## config.mk

```make
export PLATFORM = sky130hd
export DESIGN_NAME = uart_tx_arbiter_flat
export DESIGN_NICKNAME = d
export VERILOG_FILES = /design/src/rtl/uart_pkg.sv /design/src/rtl/uart_tx_arbiter_if.sv /design/src/rtl/rr_arbiter_pick.sv /design/src/rtl/uart_tx_arbiter.sv /design/src/flat_wrapper.sv
export SDC_FILE = /design/constraint.sdc
export NUM_CORES = 1
export LEC_CHECK = 0
export ABC_AREA = 1
export CORE_MARGIN = 1.5
export CORE_UTILIZATION = 40
export CTS_CLUSTER_DIAMETER = 150
export DETAILED_ROUTE_END_ITERATION = 8
export GPL_ROUTABILITY_DRIVEN = 0
export PLACE_DENSITY = 0.69
export SLEW_MARGIN = 0
export SYNTH_ARGS = -nofsm -noshare
export SYNTH_HDL_FRONTEND = slang
export SYNTH_SLANG_ARGS = --single-unit
```

## constraint.sdc

```tcl
create_clock -name clk -period 5 [get_ports clk]
set_clock_uncertainty 0.2 [all_clocks]
set_input_delay 1 -clock clk [delete_from_list [all_inputs] [get_ports clk]]
set_output_delay 1 -clock clk [all_outputs]
set_load 0.005 [all_outputs]
```

## src/rtl/uart_pkg.sv

```systemverilog
// Shared definitions for the UART transmit arbiter.
// Contents: arbiter state encoding, default header tag, round-robin pick helper.
// Optional header-byte feature is selected in the top by UART_TX_ARB_TAG_EN.
package uart_pkg;

    typedef enum logic [1:0] {
        IDLE = 2'd0,
        HDR  = 2'd1,
        XFER = 2'd2
    } arb_state_e;

    localparam logic [7:0]  UART_TAG_DEFAULT = 8'hF0;
    localparam int unsigned RR_MAX           = 8;

    // First asserted valid bit at or after ptr, wrapping at n-1; returns ptr if none.
    function automatic logic [2:0] rr_pick(input logic [7:0] valid,
                                           input logic [2:0] ptr,
                                           input int unsigned n);
        logic [2:0] idx;
        logic       found;
        rr_pick = ptr;
        idx     = ptr;
        found   = 1'b0;
        for (int unsigned k = 0; k < RR_MAX; k++) begin
            if ((k < n) && !found && valid[idx]) begin
                rr_pick = idx;
                found   = 1'b1;
            end
            idx = (32'(idx) == n - 1) ? 3'd0 : idx + 3'd1;
        end
    endfunction

endpackage

```

## src/rtl/uart_tx_arbiter_if.sv

```systemverilog
// Requester / transmitter bundle for the UART transmit arbiter.
// slave  : arbiter side (takes requests and tx_ready, drives handshakes and status).
// master : environment side (requesters plus transmitter).
interface uart_tx_arbiter_if #(
    parameter int unsigned N_REQ = 4
);
    localparam int unsigned GW = $clog2(N_REQ);

    logic [N_REQ-1:0]   req_valid;
    logic [8*N_REQ-1:0] req_data;
    logic [N_REQ-1:0]   req_last;
    logic [N_REQ-1:0]   req_ready;
    logic [7:0]         tx_data;
    logic               tx_valid;
    logic               tx_ready;
    logic [GW-1:0]      grant_id;
    logic               busy;
    logic               timeout_pulse;

    modport slave (
        input  req_valid, req_data, req_last, tx_ready,
        output req_ready, tx_data, tx_valid, grant_id, busy, timeout_pulse
    );

    modport master (
        output req_valid, req_data, req_last, tx_ready,
        input  req_ready, tx_data, tx_valid, grant_id, busy, timeout_pulse
    );

endinterface

```

## src/rtl/rr_arbiter_pick.sv

```systemverilog
// Combinational round-robin picker: first valid index at or after ptr_i, wrapping.
// Ports: valid_i (request vector), ptr_i (search start), idx_o (winner), any_o (any valid).
module rr_arbiter_pick
    import uart_pkg::*;
#(
    parameter int unsigned N = 4
) (
    input  logic [N-1:0]         valid_i,
    input  logic [$clog2(N)-1:0] ptr_i,
    output logic [$clog2(N)-1:0] idx_o,
    output logic                 any_o
);
    localparam int unsigned IW = $clog2(N);

    logic [7:0] valid_ext;
    logic [2:0] pick;

    // Zero-extend to the helper's fixed 8-wide search space.
    always_comb begin
        valid_ext        = '0;
        valid_ext[N-1:0] = valid_i;
    end

    assign pick  = rr_pick(valid_ext, 3'(ptr_i), N);
    assign idx_o = IW'(pick);
    assign any_o = |valid_i;

endmodule

```

## src/rtl/uart_tx_arbiter.sv

```systemverilog
// Round-robin packet arbiter sharing one byte-wide UART transmitter among N_REQ sources.
// Grant is held for a whole packet; a one-byte registered stage feeds the transmitter;
// an idle timeout releases a stalled owner mid-packet.
// Ports: clk, reset (sync, active-high), bus (uart_tx_arbiter_if.slave): req_valid/
//   req_data/req_last/req_ready, tx_data/tx_valid/tx_ready, grant_id, busy, timeout_pulse.
// Build option: UART_TX_ARB_TAG_EN inserts a TAG_BASE|grant_id header byte per packet.
module uart_tx_arbiter
    import uart_pkg::*;
#(
    parameter int unsigned N_REQ    = 4,
    parameter int unsigned TIMEOUT  = 4095,
    parameter logic [7:0]  TAG_BASE = UART_TAG_DEFAULT
) (
    input  logic           clk,
    input  logic           reset,
    uart_tx_arbiter_if.slave bus
);
    localparam int unsigned GW     = $clog2(N_REQ);
    localparam int unsigned CNT_W  = (TIMEOUT > 0) ? $clog2(TIMEOUT + 1) : 1;
    localparam int unsigned TO_LIM = (TIMEOUT > 0) ? TIMEOUT - 1 : 0;

    arb_state_e       state_q;
    logic [GW-1:0]    grant_q;
    logic [GW-1:0]    ptr_q;
    logic [CNT_W-1:0] cnt_q;
    logic             tx_valid_q;
    logic [7:0]       tx_data_q;
    logic             busy_q;
    logic             pulse_q;

    logic [GW-1:0]    pick_c;
    logic             any_c;
    logic             slot_free_c;
    logic             g_valid_c;
    logic             g_last_c;
    logic [7:0]       g_data_c;
    logic             accept_c;
    logic             load_c;
    logic [7:0]       load_data_c;
    logic [GW-1:0]    next_ptr_c;
    logic             timeout_hit_c;

    rr_arbiter_pick #(.N(N_REQ)) u_pick (
        .valid_i (bus.req_valid),
        .ptr_i   (ptr_q),
        .idx_o   (pick_c),
        .any_o   (any_c)
    );

    // Owner-side view of the request bundle and the handshake decode.
    assign slot_free_c   = !tx_valid_q || bus.tx_ready;
    assign g_valid_c     = bus.req_valid[grant_q];
    assign g_last_c      = bus.req_last[grant_q];
    assign g_data_c      = bus.req_data[{grant_q, 3'b000} +: 8];
    assign accept_c      = (state_q == XFER) && g_valid_c && slot_free_c;
    assign load_c        = accept_c || ((state_q == HDR) && slot_free_c);
    assign load_data_c   = (state_q == HDR) ? (TAG_BASE | 8'(grant_q)) : g_data_c;
    assign next_ptr_c    = (32'(grant_q) == N_REQ - 1) ? '0 : grant_q + GW'(1);
    assign timeout_hit_c = (TIMEOUT != 0) && (state_q == XFER) && !g_valid_c
                           && (32'(cnt_q) == TO_LIM);

    // Only the owner sees ready, and only when the output stage can take a byte.
    always_comb begin
        bus.req_ready = '0;
        if (state_q == XFER) begin
            bus.req_ready[grant_q] = slot_free_c;
        end
    end

    // Output stage plus packet FSM.
    always_ff @(posedge clk) begin
        if (reset) begin
            state_q    <= IDLE;
            grant_q    <= '0;
            ptr_q      <= '0;
            cnt_q      <= '0;
            tx_valid_q <= 1'b0;
            tx_data_q  <= '0;
            busy_q     <= 1'b0;
            pulse_q    <= 1'b0;
        end else begin
            pulse_q <= 1'b0;

            // A load wins over a same-cycle drain so the stage never bubbles.
            if (load_c) begin
                tx_valid_q <= 1'b1;
                tx_data_q  <= load_data_c;
            end else if (tx_valid_q && bus.tx_ready) begin
                tx_valid_q <= 1'b0;
            end

            case (state_q)
                IDLE: begin
                    if (any_c) begin
                        grant_q <= pick_c;
                        busy_q  <= 1'b1;
                        cnt_q   <= '0;
`ifdef UART_TX_ARB_TAG_EN
                        state_q <= HDR;
`else
                        state_q <= XFER;
`endif
                    end
                end
                HDR: begin
                    if (slot_free_c) begin
                        state_q <= XFER;
                    end
                end
                XFER: begin
                    if (accept_c) begin
                        cnt_q <= '0;
                        if (g_last_c) begin
                            state_q <= IDLE;
                            busy_q  <= 1'b0;
                            ptr_q   <= next_ptr_c;
                        end
                    end else if (timeout_hit_c) begin
                        state_q <= IDLE;
                        busy_q  <= 1'b0;
                        ptr_q   <= next_ptr_c;
                        pulse_q <= 1'b1;
                        cnt_q   <= '0;
                    end else if ((TIMEOUT != 0) && !g_valid_c
                                 && (cnt_q != {CNT_W{1'b1}})) begin
                        cnt_q <= cnt_q + CNT_W'(1);
                    end
                end
                default: state_q <= IDLE;
            endcase
        end
    end

    assign bus.tx_valid      = tx_valid_q;
    assign bus.tx_data       = tx_data_q;
    assign bus.grant_id      = grant_q;
    assign bus.busy          = busy_q;
    assign bus.timeout_pulse = pulse_q;

endmodule

```

## src/flat_wrapper.sv

```systemverilog
// flat-port wrapper written by rule: the top's interface ports become plain ports
module uart_tx_arbiter_flat import uart_pkg::*;
#(
    parameter int unsigned N_REQ    = 4,
    parameter int unsigned TIMEOUT  = 4095,
    parameter logic [7:0]  TAG_BASE = UART_TAG_DEFAULT
)
  (clk, reset, bus_req_valid, bus_req_data, bus_req_last, bus_tx_ready, bus_req_ready, bus_tx_data, bus_tx_valid, bus_grant_id, bus_busy, bus_timeout_pulse);
  uart_tx_arbiter_if #(.N_REQ(N_REQ)) bus_i ();
  input  logic clk;
  input  logic reset;
  input wire logic [$bits(bus_i.req_valid)-1:0] bus_req_valid;
  input wire logic [$bits(bus_i.req_data)-1:0] bus_req_data;
  input wire logic [$bits(bus_i.req_last)-1:0] bus_req_last;
  input wire logic [$bits(bus_i.tx_ready)-1:0] bus_tx_ready;
  output wire logic [$bits(bus_i.req_ready)-1:0] bus_req_ready;
  output wire logic [$bits(bus_i.tx_data)-1:0] bus_tx_data;
  output wire logic [$bits(bus_i.tx_valid)-1:0] bus_tx_valid;
  output wire logic [$bits(bus_i.grant_id)-1:0] bus_grant_id;
  output wire logic [$bits(bus_i.busy)-1:0] bus_busy;
  output wire logic [$bits(bus_i.timeout_pulse)-1:0] bus_timeout_pulse;
  assign bus_i.req_valid = bus_req_valid;
  assign bus_i.req_data = bus_req_data;
  assign bus_i.req_last = bus_req_last;
  assign bus_i.tx_ready = bus_tx_ready;
  assign bus_req_ready = bus_i.req_ready;
  assign bus_tx_data = bus_i.tx_data;
  assign bus_tx_valid = bus_i.tx_valid;
  assign bus_grant_id = bus_i.grant_id;
  assign bus_busy = bus_i.busy;
  assign bus_timeout_pulse = bus_i.timeout_pulse;
  uart_tx_arbiter #(.N_REQ(N_REQ), .TIMEOUT(TIMEOUT), .TAG_BASE(TAG_BASE)) u_core (.clk(clk), .reset(reset), .bus(bus_i));
endmodule
```

==> reports/results.tsv <==
stage	metric	value	unit
worst_setup_path	worstPathArrival	2.33	ns
grt	grtUsageTotal	0.218	
worst_hold_path	hold_start	u_core.cnt_q[0]	
clock_tree	cts.clk_slew.worst_paths	0.10	ns
worst_setup_path	slowest_delay	0.50	ns
floorplanning	io_pins	60	
grt	grt_max_degree	25	
floorplanning	floorplan.initialDensity	0.411	
detailed_routing	avgRoutedWirePerCell	12.5	um
logic_synthesis	ys_warn_count	0	
layout	syn_to_final_growth	33.0	%
worst_setup_path	path_class	in -> out	
grt	antenna_found_initial	0	
sta	rsz0062_at_grt	false	
logic_synthesis	ys_seq_area_frac	0.261	
grt	overflow	0	
clock_tree	tritoncts	yes	
place	io_buffers	59	
worst_setup_path	cp_slowest_cell	clkdlybuf4s50_1	
layout	multiInputGateArea	0.00133	mm2
worst_hold_path	holdPathEnd	u_core.cnt_q[0]	
floorplanning	std_cell_rows	26	
power	leakage	1.11	nW
worst_setup_path	cp.required	3.80	ns
layout	regArea	541	um2
floorplanning	die_w	75.0	um
place	placed_area	0.00271	mm2
worst_setup_path	end_kind	primary output	
power	power_density	251	mW/mm2
worst_setup_path	crit_path_start_kind	input port	
flow_run	drv_cap	0	
clock_tree	clock_latency	0.28	ns
layout	nNetsFinal	444	
worst_setup_path	reg2reg_from	u_core.bus.grant_id[0]	
grt	grt_pass1_vias	2099	
grt	grt_pass1_wl	9.56	mm
logic_synthesis	async_reset_ff_frac	0	
worst_setup_path	critPathMaxFanout	4	
logic_synthesis	synthesis.nets	389	
sta	finalCriticalPeriod	3.53	ns
sta	fmax	283	MHz
logic_synthesis	synth_ff_type	dfxtp_1	
detailed_routing	drt_iter0_markers	110	
detailed_routing	drc	0	
sta	hold_viol_final	0	
worst_setup_path	rrSetupSlack	2.51	ns
worst_setup_path	worstRegToRegCells	12	
clock_tree	cts_buffers	3	
layout	antenna_cells	0	
clock_tree	ctsHoldBuffers	0	
worst_hold_path	hold_path.class	reg -> reg	
logic_synthesis	netlist_instances	339	
floorplanning	die_area	0.00562	mm2
clock_tree	h-tree-depth	1	
clock_tree	cts.path.max_buffers	2	
detailed_routing	first_pass_iters	4	
clock_tree	cts_setup_buffers	0	
logic_synthesis	syn_area	0.00207	mm2
layout	drive_gt1_frac	0.0712	
sta	final.setup.tns	0	ns
sta	setup_violations	0	
layout	final_common_cell	nand2_1	
logic_synthesis	synth.avg_cell_area	6.11	um2
run_status	status	complete, no violations	
logic_synthesis	synth_seq_cells	27	
detailed_routing	viasPerCell	5.01	
worst_hold_path	holdPathStages	2	
layout	final_cell_area	0.00275	mm2
worst_setup_path	reg2reg_to	u_core.cnt_q[11]	
sta	drv_slew	0	
clock_tree	cts-root-buf	clkbuf_8	
logic_synthesis	synth.distinct_cells	31	
detailed_routing	routed_wl	5.78	mm
floorplanning	core_area	0.00504	mm2
power	power.total	0.000692	W
layout	fill_cells	532	
clock_tree	cts.sinks	27	
place	post-dp-hpwl	4.35	mm
clock_tree	post_cts_resized	0	
detailed_routing	ant_nets	0	
worst_setup_path	crit_chain	clkdlybuf4s50_1, nor2_1, inv_1, nand2_1, nor2_1, clkdlybuf4s50_1	
detailed_routing	vias	2320	
logic_synthesis	synth_edf_count	0	
floorplanning	die_h	75.0	um
sta	finalCritPeriodShare	0.706	
sta	worst_pin_slew	0.648	ns
power	ir_drop	0.172	mV
sta	slew_headroom	0.567	
layout	final_cell_mix	78 x nand2_1, 69 x nor2_1, 59 x clkdlybuf4s50_1	
critical path, delay by kind of cell:
| kind | cells | cell delay [ns] |
|---|---|---|
| buf+inv | 3 | 1.09 |
| simple gates | 3 | 0.24 |
stage by stage:
step / hold slack (ns) / utilization / cells / setup WS (ns)
floorplan: 0.257 / - / 339 / 2.39
global placement: 0.282 / 0.537 / 459 / 1.48
detailed placement: 0.280 / 0.537 / 459 / 1.48
CTS: 0.301 / 0.546 / 463 / 1.46
global route: 0.327 / 0.546 / 463 / 1.36
finish: 0.312 / 0.546 / 463 / 1.47
power by group:
| part | internal [W] | switching (W) | total (W) |
|---|---|---|---|
| combinational | 0.000134 | 0.000177 | 0.000311 |
| sequential | 0.000235 | 0.0000207 | 0.000255 |
| clock | 0.0000559 | 0.0000698 | 0.000126 |
| total | 0.000425 | 0.000268 | 0.000692 |
worst max path at each step:
stage | cells after the start | end | startpoint
after floorplan | 4 | bus_req_ready[0] | bus_tx_ready
after global placement | 6 | bus_req_ready[2] | bus_tx_ready
after detailed placement | 6 | bus_req_ready[2] | bus_tx_ready
after CTS | 6 | bus_req_ready[2] | bus_tx_ready
after global routing | 6 | bus_req_ready[0] | u_core.bus.grant_id[0]
final | 6 | bus_req_ready[2] | bus_tx_ready
cell usage after synthesis, types with 3 or more instances:
library cell | count | area share
xor2_1 | 3 | 0.013
buf_2 | 3 | 0.0072
clkbuf_1 | 4 | 0.0072
dfxtp_1 | 27 | 0.26
nand2_1 | 78 | 0.14
nor2_1 | 69 | 0.13
o21ai_1 | 4 | 0.0097
nand3_1 | 28 | 0.068
nor2_2 | 3 | 0.0091
ha_1 | 7 | 0.042
o22ai_1 | 9 | 0.027
o21ai_0 | 29 | 0.070
a21oi_1 | 11 | 0.027
nand3_2 | 4 | 0.019
nand4_1 | 5 | 0.015
inv_1 | 32 | 0.058
layout make-up:
| type | instances | share of cell area |
|---|---|---|
| Inverter | 37 | 0.0541 |
| Timing Repair Buffer | 60 | 0.217 |
| Multi-Input combinational cell | 265 | 0.484 |
| Sequential cell | 27 | 0.196 |
| Clock inverter | 1 | 0.00182 |
| Clock buffer | 3 | 0.0150 |
| Tap cell | 70 | 0.0318 |
state kept, by name, summed over array words and instances (netlist names):
name                      count
u_core.state_q                1
u_core.bus.grant_id           2
u_core.bus.tx_data            8
u_core.bus.timeout_pulse      1
u_core.cnt_q                 12
u_core.ptr_q                  2
u_core.bus.tx_valid           1
per-layer routing:
layer / up-vias / share of wire / global-route usage
li1: 1205 / - / -
met5: - / 0 / 0
met3: 9 / 0.033 / 0.0308
met1: 1063 / 0.48 / 0.285
met4: 0 / 0.012 / 0.0444
met2: 43 / 0.48 / 0.383
cell families after synthesis:
| group | Yosys count | synth area share |
|---|---|---|
| buffers and inverters | 47 | 0.0955 |
| adder cells (fa/ha/maj) | 7 | 0.0423 |
| AND/OR/NAND/NOR | 199 | 0.439 |
| AO/OA/AOI/OAI | 56 | 0.150 |
| flip-flops | 27 | 0.261 |
| XOR/XNOR | 3 | 0.0127 |
No activity file was read; power rests on OpenSTA's default activity.
